## src/rtl/ysyx_25070198_mem_pkg.sv

```systemverilog
// Shared types for the IFU/LSU memory-port arbiter.
package ysyx_25070198_mem_pkg;

  localparam int MEM_ADDR_W = 32;
  localparam int MEM_DATA_W = 32;

  typedef enum logic [1:0] {
    IDLE  = 2'd0,
    REQ   = 2'd1,
    WAIT  = 2'd2,
    DRAIN = 2'd3
  } arb_state_t;

  typedef enum logic {
    OWN_IFU = 1'b0,
    OWN_LSU = 1'b1
  } owner_t;

  typedef struct packed {
    logic [MEM_ADDR_W-1:0]   addr;
    logic                    wen;
    logic [MEM_DATA_W-1:0]   wdata;
    logic [MEM_DATA_W/8-1:0] wmask;
  } req_t;

endpackage

```

## src/rtl/ysyx_25070198_rr_arb2.sv

```systemverilog
// Two-input round-robin grant; on a tie the requester that did not win last time wins.
module ysyx_25070198_rr_arb2
  import ysyx_25070198_mem_pkg::*;
(
  input  logic       clk,
  input  logic       rst,
  input  logic       en_i,
  input  logic [1:0] req_i,
  output logic [1:0] gnt_o
);

  owner_t last_q, last_d;

  always_comb begin
    gnt_o[0] = en_i & req_i[0] & (~req_i[1] | (last_q == OWN_LSU));
    gnt_o[1] = en_i & req_i[1] & (~req_i[0] | (last_q == OWN_IFU));
    last_d   = last_q;
    if (|gnt_o) last_d = gnt_o[1] ? OWN_LSU : OWN_IFU;
  end

  // Starting at LSU makes the first contest after reset go to IFU.
  always_ff @(posedge clk or posedge rst) begin
    if (rst) last_q <= OWN_LSU;
    else     last_q <= last_d;
  end

endmodule

```

## src/rtl/ysyx_25070198_mem_arb.sv

```systemverilog
// Shares one memory port between IFU and LSU with a single transaction in flight,
// and turns a missing response into an error response after TIMEOUT cycles.
module ysyx_25070198_mem_arb
  import ysyx_25070198_mem_pkg::*;
#(
  parameter int ADDR_W  = MEM_ADDR_W,
  parameter int DATA_W  = MEM_DATA_W,
  parameter int TIMEOUT = 255
) (
  input  logic                clk,
  input  logic                rst,
  input  logic                ifu_req_valid,
  output logic                ifu_req_ready,
  input  logic [ADDR_W-1:0]   ifu_addr,
  output logic                ifu_resp_valid,
  output logic [DATA_W-1:0]   ifu_rdata,
  output logic                ifu_resp_err,
  input  logic                lsu_req_valid,
  output logic                lsu_req_ready,
  input  logic [ADDR_W-1:0]   lsu_addr,
  input  logic                lsu_wen,
  input  logic [DATA_W-1:0]   lsu_wdata,
  input  logic [DATA_W/8-1:0] lsu_wmask,
  output logic                lsu_resp_valid,
  output logic [DATA_W-1:0]   lsu_rdata,
  output logic                lsu_resp_err,
  output logic                mem_req_valid,
  input  logic                mem_req_ready,
  output logic [ADDR_W-1:0]   mem_addr,
  output logic                mem_wen,
  output logic [DATA_W-1:0]   mem_wdata,
  output logic [DATA_W/8-1:0] mem_wmask,
  input  logic                mem_resp_valid,
  input  logic [DATA_W-1:0]   mem_rdata,
  input  logic                mem_resp_err
);

  localparam int CNT_W = (TIMEOUT < 2) ? 1 : $clog2(TIMEOUT + 1);

  arb_state_t       state_q, state_d;
  owner_t           owner_q, owner_d;
  req_t             req_q, req_d;
  logic [CNT_W-1:0] cnt_q, cnt_d;
  logic [1:0]       gnt;
  logic             tmo_hit;
  logic             resp_valid;
  logic             resp_err;
  logic [DATA_W-1:0] resp_data;

  // Grants are suppressed while rst is held so every output reads 0 during reset.
  ysyx_25070198_rr_arb2 u_rr (
    .clk   (clk),
    .rst   (rst),
    .en_i  ((state_q == IDLE) & ~rst),
    .req_i ({lsu_req_valid, ifu_req_valid}),
    .gnt_o (gnt)
  );

  assign tmo_hit = (TIMEOUT != 0) && (cnt_q == CNT_W'(TIMEOUT - 1));

  always_comb begin
    state_d    = state_q;
    owner_d    = owner_q;
    req_d      = req_q;
    cnt_d      = cnt_q;
    resp_valid = 1'b0;
    resp_err   = 1'b0;
    resp_data  = '0;
    case (state_q)
      IDLE: begin
        if (gnt[0]) begin
          req_d   = '{addr: ifu_addr, wen: 1'b0, wdata: '0, wmask: '0};
          owner_d = OWN_IFU;
          state_d = REQ;
        end else if (gnt[1]) begin
          req_d   = '{addr: lsu_addr, wen: lsu_wen, wdata: lsu_wdata, wmask: lsu_wmask};
          owner_d = OWN_LSU;
          state_d = REQ;
        end
      end
      REQ: begin
        if (mem_req_ready) begin
          cnt_d   = '0;
          state_d = WAIT;
        end
      end
      WAIT: begin
        cnt_d = cnt_q + 1'b1;
        if (mem_resp_valid) begin
          resp_valid = 1'b1;
          resp_err   = mem_resp_err;
          resp_data  = mem_rdata;
          state_d    = IDLE;
        end else if (tmo_hit) begin
          resp_valid = 1'b1;
          resp_err   = 1'b1;
          cnt_d      = '0;
          state_d    = DRAIN;
        end
      end
      DRAIN: begin
        cnt_d = cnt_q + 1'b1;
        if (mem_resp_valid || tmo_hit) state_d = IDLE;
      end
      default: state_d = IDLE;
    endcase
  end

  always_ff @(posedge clk or posedge rst) begin
    if (rst) begin
      state_q <= IDLE;
      owner_q <= OWN_IFU;
      req_q   <= '0;
      cnt_q   <= '0;
    end else begin
      state_q <= state_d;
      owner_q <= owner_d;
      req_q   <= req_d;
      cnt_q   <= cnt_d;
    end
  end

  assign ifu_req_ready  = gnt[0];
  assign lsu_req_ready  = gnt[1];

  assign mem_req_valid  = (state_q == REQ);
  assign mem_addr       = req_q.addr;
  assign mem_wen        = req_q.wen;
  assign mem_wdata      = req_q.wdata;
  assign mem_wmask      = req_q.wmask;

  assign ifu_resp_valid = resp_valid & (owner_q == OWN_IFU);
  assign ifu_resp_err   = resp_err   & (owner_q == OWN_IFU);
  assign ifu_rdata      = (owner_q == OWN_IFU) ? resp_data : '0;
  assign lsu_resp_valid = resp_valid & (owner_q == OWN_LSU);
  assign lsu_resp_err   = resp_err   & (owner_q == OWN_LSU);
  assign lsu_rdata      = (owner_q == OWN_LSU) ? resp_data : '0;

endmodule

```

## config.mk

```make
export PLATFORM = sky130hd
export DESIGN_NAME = ysyx_25070198_mem_arb
export DESIGN_NICKNAME = d
export VERILOG_FILES = /design/src/rtl/ysyx_25070198_mem_pkg.sv /design/src/rtl/ysyx_25070198_rr_arb2.sv /design/src/rtl/ysyx_25070198_mem_arb.sv
export SDC_FILE = /design/constraint.sdc
export NUM_CORES = 1
export LEC_CHECK = 0
export ABC_CLOCK_PERIOD_IN_PS = 4400
export CAP_MARGIN = 20
export CORE_MARGIN = 8
export CORE_UTILIZATION = 38
export CTS_CLUSTER_SIZE = 14
export DETAILED_ROUTE_END_ITERATION = 8
export PLACE_DENSITY = 0.87
export SLEW_MARGIN = 5
export SYNTH_ARGS = -nofsm -noshare
export SYNTH_HDL_FRONTEND = slang
export SYNTH_SLANG_ARGS = --single-unit
export TNS_END_PERCENT = 100
```

## constraint.sdc

```tcl
create_clock -name clk -period 4.4 [get_ports clk]
set_input_delay 1.32 -clock clk [delete_from_list [all_inputs] [get_ports clk]]
set_output_delay 1.32 -clock clk [all_outputs]
set_load 0.02 [all_outputs]
```

==> impl_metrics.py <==
metrics = {
    "route": {
        "firstDrtPassIters": 4,
        "wl_per_cell_um": 18.3,
        "route.detailed.drc": 0,
        "detail-route-antenna-nets": 0,
        "vias": 4066,
        "vias_per_cell": 4.98,
        "wl_mm": 14.9,
        "dr.first_iter.drc_count": 249,
    },
    "outcome": {
        "status": "finished, final reports clean",
    },
    "timing": {
        "post-route-period-util_pct": 96.7,
        "tightest_slew_ps": 709,
        "clock_skew_ps": 7.51,
        "hold_viol": 0,
        "setup_viol": 0,
        "rsz0062_at_grt": "false",
        "drv_slew": 0,
        "period_minus_slack_ps": 4250,
        "relSlewSlack_pct": 52.7,
        "fmax_mhz": 235,
    },
    "critical_path": {
        "cp_slowest_stage_delay_ps": 680,
        "path_cells": "clkdlybuf4s50_1 > buf_4 > nor2_1 > nor4_1 > clkdlybuf4s50_1",
        "required_ps": 3080,
        "r2r_end": "mem_addr[7]$_DFFE_PP0P_",
        "endpoint_kind": "primary output",
        "r2r-start": "state_q[0]$_DFFE_PP0P_",
        "rrSetupSlack_ps": 2290,
        "slowest_stage": "clkdlybuf4s50_1",
        "cp_max_fo": 4,
        "worst_setup_path_start_kind": "input pin",
        "setup.worst_path.class": "input pin to primary output",
        "reg2regPathDepth": 6,
        "cp_data_arrival_time_ps": 2930,
        "path_common_cell": "clkdlybuf4s50_1",
    },
    "power": {
        "switchingPower_w": 0.00145,
        "leakagePower_nw": 3.32,
        "p_clk_share_pct": 11.7,
        "power_frac_seq_pct": 35.4,
        "comb_power_share_pct": 52.9,
        "peakVddDrop_mv": 0.367,
        "switching_share_pct": 39.8,
        "total_power_w": 0.00365,
        "p_per_area_nw_per_um2": 528,
        "p_int_w": 0.00220,
    },
    "min_path": {
        "holdCritStartpoint": "u_rr.last_q$_DFFE_PP1P_",
        "hp-class": "register to register",
        "holdPathStages": 2,
        "whs_endpoint": "u_rr.last_q$_DFFE_PP1P_",
    },
    "global_route": {
        "grtUsageTotal_pct": 21.3,
        "grt_pass1_wl_mm": 23.7,
        "grt_pass1_vias": 4271,
        "antenna_found_initial": 0,
        "overflow": 0,
        "grt_max_degree": 82,
    },
    "logic_synthesis": {
        "ys_types": 32,
        "syn_nets": 552,
        "synth_cells": 410,
        "yosys_register_bits": 81,
        "synth.area.mux_share_pct": 0,
        "synth_top_family_by_area": "simple AND/OR/NAND/NOR gates",
        "yosysSeqAreaShare_pct": 51.9,
        "yosys_warnings": 0,
        "syn_area_um2": 3910,
        "syn_avg_cell_area_um2": 9.54,
        "synth_compound_area_share_pct": 17.2,
        "yosys.area_share.xor_xnor_pct": 0.672,
        "yosys.area_share.simple_pct": 25.3,
        "synthAdderAreaFrac_pct": 0.640,
    },
    "cells_and_area": {
        "final_cells": 817,
        "drive_above_1_share_pct": 4.55,
        "fin_nets": 822,
        "final_util_pct": 68.2,
        "area.growth.synth_to_final_pct": 76.8,
        "fill_cells": 806,
        "finish.instance_area_um2": 6910,
        "num_antenna_cells": 0,
    },
    "clocking": {
        "htree_levels": 3,
        "clk_pin_slew_ps": 70,
        "cts_setup_buffers": 0,
        "cts_buffers": 9,
        "clock_sinks": 81,
        "cts_hold_buf": 0,
        "tritoncts": "built",
        "max-clock-path-buffers": 2,
        "clockRootBuffer": "clkbuf_8",
        "clk-insertion-delay-late_ps": 340,
    },
    "floorplanning": {
        "die_w_um": 117,
        "die_y_um": 117,
        "ios": 280,
        "die_area_um2": 13800,
        "initial_core_util_pct": 38.6,
        "rows": 37,
        "core-area_um2": 10100,
    },
    "job": {
        "cap_violations": 0,
    },
    "placed_design": {
        "dp_cells": 804,
        "place.port_buffers": 279,
        "hpwl_mm": 11.7,
        "dpl_cell_area_um2": 6830,
        "place_congestion": 0.905,
    },
}
==> kinds of logic after synthesis <==
| group | Yosys count |
|---|---|
| AO/OA/AOI/OAI | 90 |
| adder cells (fa/ha/maj) | 2 |
| buffers and inverters | 36 |
| flip-flops | 81 |
| XOR/XNOR | 3 |
| AND/OR/NAND/NOR | 198 |
==> metal layers <==
metal,up-vias,share of wire [%],global-route usage (%)
li1,1941,-,-
met1,1918,38,22.6
met2,184,52,38.8
met3,23,7.5,6.38
met4,0,2.3,7.69
met5,-,0,0
==> repair_timing <==
item | in CTS | in global routing
gates resized for setup | 64 | 2
pin swaps | 0 | 0
endpoints found under the setup margin | 64 | 2
==> Yosys cell counts <==
master	count	area share, %
nor2_1	40	3.8
a21o_1	2	0.38
inv_2	1	0.096
nand4_4	1	0.54
o21ai_0	8	1.0
nand2_1	74	7.1
ha_1	2	0.64
dfstp_2	1	0.67
o21bai_1	2	0.38
and2_1	64	10
and3_1	1	0.16
inv_1	6	0.58
nor4_1	3	0.48
nand3_2	1	0.26
or3_1	1	0.16
xor2_1	3	0.67
nand3_1	6	0.77
buf_4	5	0.96
a22o_1	39	8.7
a32o_1	1	0.26
nand2b_1	2	0.32
nor2b_1	1	0.16
nand3b_1	1	0.19
dfrtp_1	80	51
clkbuf_1	13	1.2
nor3_4	1	0.42
a31oi_1	32	5.1
a21oi_1	5	0.64
buf_2	11	1.4
o41ai_4	1	0.70
nor4_4	1	0.54
nor3_1	1	0.13
==> sequential cells by signal, indices dropped and copies added (netlist names) <==
register,cells
owner_q,1
mem_wdata,32
cnt_q,8
u_rr.last_q,1
mem_wmask,4
state_q,2
mem_wen,1
mem_addr,32
==> area by class of cell <==
type                       count  area [µm²]  area share, %
clock buffer                  10         128           1.85
clock inverter                 2        10.0          0.145
tap                          136         170           2.46
multi-input combinational    293        1730           25.0
timing repair buffer         288        2820           40.8
inverter                       7        27.5          0.398
sequential                    81        2030           29.3
==> power groups by stage <==
stage	clock (W)	combinational [W]	sequential, W
2_1_floorplan	0	0.000661	0.00161
3_3_place_gp	0	0.00194	0.00128
3_5_place_dp	0	0.00198	0.00129
4_1_cts	0.000444	0.00195	0.00129
5_1_grt	0.000467	0.00207	0.00134
6_report	0.000429	0.00193	0.00129
==> worst max-delay path, delay by kind of cell <==
kind	cells	cell delay (ps)
buffers and inverters	3	1370
AND/OR/NAND/NOR	2	240
==> per-stage QoR <==
step / TNS, ps / setup slack, ps / hold slack [ps]
5_1_grt: 0 / 48.9 / 485
3_5_place_dp: -1370 / -55.2 / 459
2_1_floorplan: 0 / 899 / 444
4_1_cts: 0 / 46.6 / 472
6_report: 0 / 146 / 471
3_3_place_gp: -11.6 / -10.7 / 452
==> worst max-delay path by stage <==
stage,startpoint,end,depth (start not counted),slack [ps]
after floorplan,mem_resp_valid,ifu_resp_err,3,900
after global placement,mem_resp_valid,lsu_rdata[7],6,-10
after detailed placement,mem_resp_valid,ifu_rdata[17],6,-60
after CTS,mem_resp_valid,lsu_rdata[8],6,50
after global routing,mem_resp_valid,ifu_resp_valid,5,50
final,mem_resp_valid,ifu_resp_valid,5,150
==> cell usage in the layout (no fill, tap or decap), drive strengths merged, types with 2 or more instances in the layout <==
cell             n
nor2            40
a21oi            5
o21bai           2
nor3             2
o21ai            8
nor4             4
a22o            39
clkdlybuf4s50  214
clkbuf          10
dlymetal6s2s     2
dfrtp           80
nand2           74
nand3            7
buf              9
ha               2
xor2             3
a31oi           32
clkinv           3
dlygate4sd2     63
and2            64
nand2b           2
a21o             2
inv              6
No activity file was read; power rests on OpenSTA's default activity.
==> RTL edit 1: new RTL, same flow settings <==
Reset style: synchronous (`rst`), changed in 2 clocked blocks.
--- a/src/rtl/ysyx_25070198_rr_arb2.sv
+++ b/src/rtl/ysyx_25070198_rr_arb2.sv
@@ -19,7 +19,7 @@
   end
 
   // Starting at LSU makes the first contest after reset go to IFU.
-  always_ff @(posedge clk or posedge rst) begin
+  always_ff @(posedge clk) begin
     if (rst) last_q <= OWN_LSU;
     else     last_q <= last_d;
   end
--- a/src/rtl/ysyx_25070198_mem_arb.sv
+++ b/src/rtl/ysyx_25070198_mem_arb.sv
@@ -106,7 +106,7 @@
     endcase
   end
 
-  always_ff @(posedge clk or posedge rst) begin
+  always_ff @(posedge clk) begin
     if (rst) begin
       state_q <= IDLE;
       owner_q <= OWN_IFU;
Check against the original RTL: differs if rst is asserted again (counterexample within 4 cycles, from zero or initial values and one cycle with rst high); with rst held inactive, the same outputs for 4 cycles.
==> RTL edit 1 against the original RTL <==
  * Die area increased by 1.8%
  * Critical endpoint is now lsu_rdata[24]
  * Cell area increased by 1.9%
  * Via count up 8.9%
  * Setup slack got worse by 0.091 ns
  * Area after synthesis up 2.1%
  * Global-route usage increased by 1.8 points
  * Sequential cell count stayed put
  * Wire length increased by 14%
  * Critical path type unchanged
Power is not compared: it rests on default switching activity, and its combinational part moved more than twofold at a synthesized area within 25%.
==> RTL edit 1: results (changes against the original RTL) <==
Synth Flop Type - dfxtp_1
nets@finish - 859 (+4.5%)
Layout Skew - 0.0113 ns (+0.00384 ns)
TritonRoute pass-1 iters - 5 (+1)
placed instance area - 6830 um2 (about the same)
Vias/cell - 5.16 (+3.6%)
status - completed
Synth async-reset ratio - 0% (-100 points)
share of post-route cells with drive strength above 1 - 13.3% (+8.7 points)
largest net degree at the start of global routing - 77 (-6.1%)
sequential-to-total area share from yosys stat - 40.6% (-11 points)
pre-CTS setup slack - -0.00429 ns (+0.0509 ns)
top cells by count, synth - 84 x nor2_1, 81 x dfxtp_1, 38 x nand2_1
RD Place Congestion - 0.967 (+6.9%)
largest cells by area after synthesis - dfxtp_1 41%, a211oi_2 9.4%, nor2_1 7.9%, a22oi_1 7.0%, a21oi_2 6.6%
slowest stage delay, CP - 0.61 ns (-0.07 ns)
Initial Utilization - 38.9% (+0.28 points)
vias in the first global route - 4799 (+12%)
routed wire length - 17000 um (+14%)
Worst EP arrival - 3.02 ns (+0.09 ns)
Overall Global Routing Usage - 23.1% (+1.8 points)
clock slew at reported path FFs - 0.09 ns (+0.02 ns)
worst-path maximum fanout - 32 (+28)
DR iter-0 viols - 230 (-7.6%)
Post-Syn Nets - 598 (+8.3%)
dpl hpwl - 13400 um (+14%)
first-pass GRT wire length - 26000 um (+9.6%)
clk_lat worst skew - 0.36 ns (+0.02 ns)
initial antenna violation count - 1 (+1)
## RTL edit 1: final cells by class
type                            instances  area (um2)  share of cell area, %
Clock inverter                          6        65.1                  0.924
Inverter                                5        22.5                  0.320
Sequential cell                        81        1620                   23.0
Clock buffer                           10         138                   1.95
Antenna cell                            1        2.50                 0.0355
Tap cell                              136         170                   2.42
Multi-Input combinational cell        331        2140                   30.4
Timing Repair Buffer                  289        2880                   40.9
## RTL edit 1: cell families after synthesis
logic type      Yosys count  synth area share [%]
compound gates          115                  26.3
xor+xnor                  8                  1.75
fa+ha+maj                 2                 0.626
buf+inv                  44                  5.70
flops                    81                  40.6
simple gates            206                  25.1
## RTL edit 1: power groups by stage
stage	Sequential, W	Combinational (W)	Clock, W
4_1_cts	0.000801	0.000485	0.000584
6_report	0.000801	0.000481	0.000567
3_3_place_gp	0.000815	0.000473	0
3_5_place_dp	0.000817	0.000483	0
2_1_floorplan	0.000857	0.000180	0
5_1_grt	0.000806	0.000511	0.000615
## RTL edit 1: worst paths after layout
| path | start | end | slack (ns) | depth (start not counted) |
|---|---|---|---|---|
| hold / removal | mem_addr[1] | mem_addr[1] | 0.47 | 2 |
| setup / recovery | mem_resp_valid | lsu_rdata[24] | 0.06 | 5 |
| hold reg to reg | mem_addr[1] | mem_addr[1] | 0.47 | 2 |
| setup reg to reg | state_q[0] | mem_addr[1] | 2.19 | 6 |
## RTL edit 1: metal layers
layer	track usage (%)	up-vias	part of all wire, %
li1	-	2107	-
met1	22.6	2040	36
met2	41.3	238	51
met3	8.90	44	9.2
met4	12.6	0	4.3
met5	0	-	0
## RTL edit 1: repair_timing
action	CTS	global route
gates cloned	0	0
pin swaps	0	0
gates resized for setup	1	3
setup endpoints to repair	1	3
## RTL edit 1: per-stage QoR
step / utilization (%) / cells / power [W]
after floorplan: - / 456 / 0.00104
after global placement: 66.5 / 842 / 0.00129
after detailed placement: 66.5 / 842 / 0.00130
after CTS: 68.4 / 858 / 0.00187
after global routing: 68.5 / 859 / 0.00193
final: 68.5 / 859 / 0.00185
## RTL edit 1: worst register-to-register path: cells and delay by family (launching register included)
family / cells / cell delay (ns)
compound gates: 2 / 0.45
buf+inv: 2 / 0.80
simple gates: 2 / 0.44
flops: 1 / 0.44
==> RTL edit 2: new RTL, same settings <==
Made on the original files. Change the package constant `MEM_ADDR_W` from 32 to 16.
--- a/src/rtl/ysyx_25070198_mem_pkg.sv
+++ b/src/rtl/ysyx_25070198_mem_pkg.sv
@@ -1,7 +1,7 @@
 // Shared types for the IFU/LSU memory-port arbiter.
 package ysyx_25070198_mem_pkg;
 
-  localparam int MEM_ADDR_W = 32;
+  localparam int MEM_ADDR_W = 16;
   localparam int MEM_DATA_W = 32;
 
   typedef enum logic [1:0] {
Ports: changed (resized ifu_addr, lsu_addr and mem_addr); port bits go from 280 to 232. No check against the original RTL was run, so the function may have changed too.
==> RTL edit 2 against the original RTL <==
  * Via count is 21% lower
  * Area after synthesis is 17% lower
  * Wire length is 17% lower
  * Sequential cell count is 16 lower
  * Cell area is 15% lower
  * Die area is 15% lower
  * Setup slack worse by 0.088 ns
  * Power is 19% lower
  * Largest power group unchanged
  * Highest routed layer unchanged
==> RTL edit 2: results (changes against the original RTL) <==
Hold EP - mem_wdata[29]
met2 routed WL - 6190 um (-20%)
vias - 3205 (-21%)
Worst EP arrival - 3.02 ns (+0.09 ns)
Port Buffers - 231 (-17%)
nets@finish - 642 (-22%)
vias in the first global route - 3398 (-20%)
met3 usage - 9.99% (+3.6 points)
VDD IR-drop max - 0.000184 V (-50%)
largest net degree at the start of global routing - 56 (-32%)
Hold Path Origin - mem_wdata[29]
DR iter-0 viols - 177 (-29%)
met2 Use GR - 35.0% (-3.8 points)
top cells by count, synth - 64 x and2_1, 64 x dfrtp_1, 39 x a22o_1
sequential-to-total area share from yosys stat - 50.1% (-1.7 points)
Avg WL per Cell - 19.4 um (+6.2%)
Slew HR - 53.2% (+0.43 points)
Overall Global Routing Usage - 20.4% (-0.88 points)
worst-path maximum fanout - 32 (+28)
Yosys warning total - 0 (unchanged)
Post-Syn Nets - 414 (-25%)
Vias/cell - 4.99 (+0.31%)
Synth cell types - 33 (+3.1%)
Reg2Reg Depth - 5 (-1)
Post-Route M1 WL - 4500 um (-21%)
Internal - 0.00182 W (-17%)
Layout Skew - 0.00476 ns (-0.00275 ns)
Pleak - 3.29 nW (-0.87%)
dpl hpwl - 9830 um (-16%)
RD Place Congestion - 0.824 (-9.0%)
first-pass GRT wire length - 18500 um (-22%)
synthesized area per cell - 10.7 um2 (+12%)
Clk pwr share - 14.9% (+3.2 points)
r2r setup slk - 2.23 ns (-0.06 ns)
Seq group - 0.00101 W (-22%)
slowest stage delay, CP - 0.61 ns (-0.07 ns)
status - completed
grt met1 use - 21.0% (-1.6 points)
register share of total power - 34.1% (-1.3 points)
met3 wire length - 1470 um (+30%)
placed instance area - 5630 um2 (-18%)
reg2reg end - mem_addr[0]
largest cells by area after synthesis - dfrtp_1 49%, and2_1 12%, a22o_1 11%, mux2i_1 4.9%, a21oi_1 3.1%
DP Cell Count - 625 (-22%)
hold path cells - 1 (-1)
==> RTL edit 2: cells by family after synthesis <==
group	after synthesis	synth area share, %
AOI/OAI and AO/OA	76	17.6
xor gates and xnor gates	3	0.809
adders and majority gates	2	0.771
buffers and inverters	28	5.05
DFF	65	50.1
muxes	16	4.93
and+or+nand+nor	114	20.7
==> RTL edit 2: how the worst max path moves through the flow <==
stage                   startpoint            end  slack, ns  depth (start not counted)
floorplan           mem_resp_valid   ifu_resp_err       0.90                          3
global placement    mem_resp_valid   lsu_rdata[5]      0.006                          6
detailed placement  mem_resp_valid   lsu_rdata[5]      -0.01                          6
CTS                 mem_resp_valid  ifu_rdata[31]     0.0005                          6
global route        mem_resp_valid  lsu_rdata[14]     0.0009                          6
finish              mem_resp_valid   lsu_rdata[4]       0.06                          6
==> RTL edit 2: cell type report <==
type | instances | area (um2)
Clock buffer | 11 | 141
Clock inverter | 5 | 31.3
Fill cell | 582 | 2350
Timing Repair Buffer | 239 | 2490
Multi-Input combinational cell | 211 | 1460
Sequential cell | 65 | 1630
Inverter | 6 | 22.5
Tap cell | 105 | 131
==> RTL edit 2: what timing repair did <==
| action | CTS | global route |
|---|---|---|
| setup endpoints to repair | 18 | 47 |
| hold buffers | 0 | 0 |
| gates resized for setup | 18 | 42 |
| pin swaps | 0 | 0 |
==> RTL edit 2: through the flow <==
step	utilization [%]	setup WS (ns)	hold WS, ns
2_1_floorplan	-	0.899	0.498
3_3_place_gp	68.2	0.00557	0.483
6_report	71.5	0.0585	0.499
4_1_cts	70.0	0.000483	0.504
3_5_place_dp	68.2	-0.0145	0.482
5_1_grt	71.5	0.000904	0.515
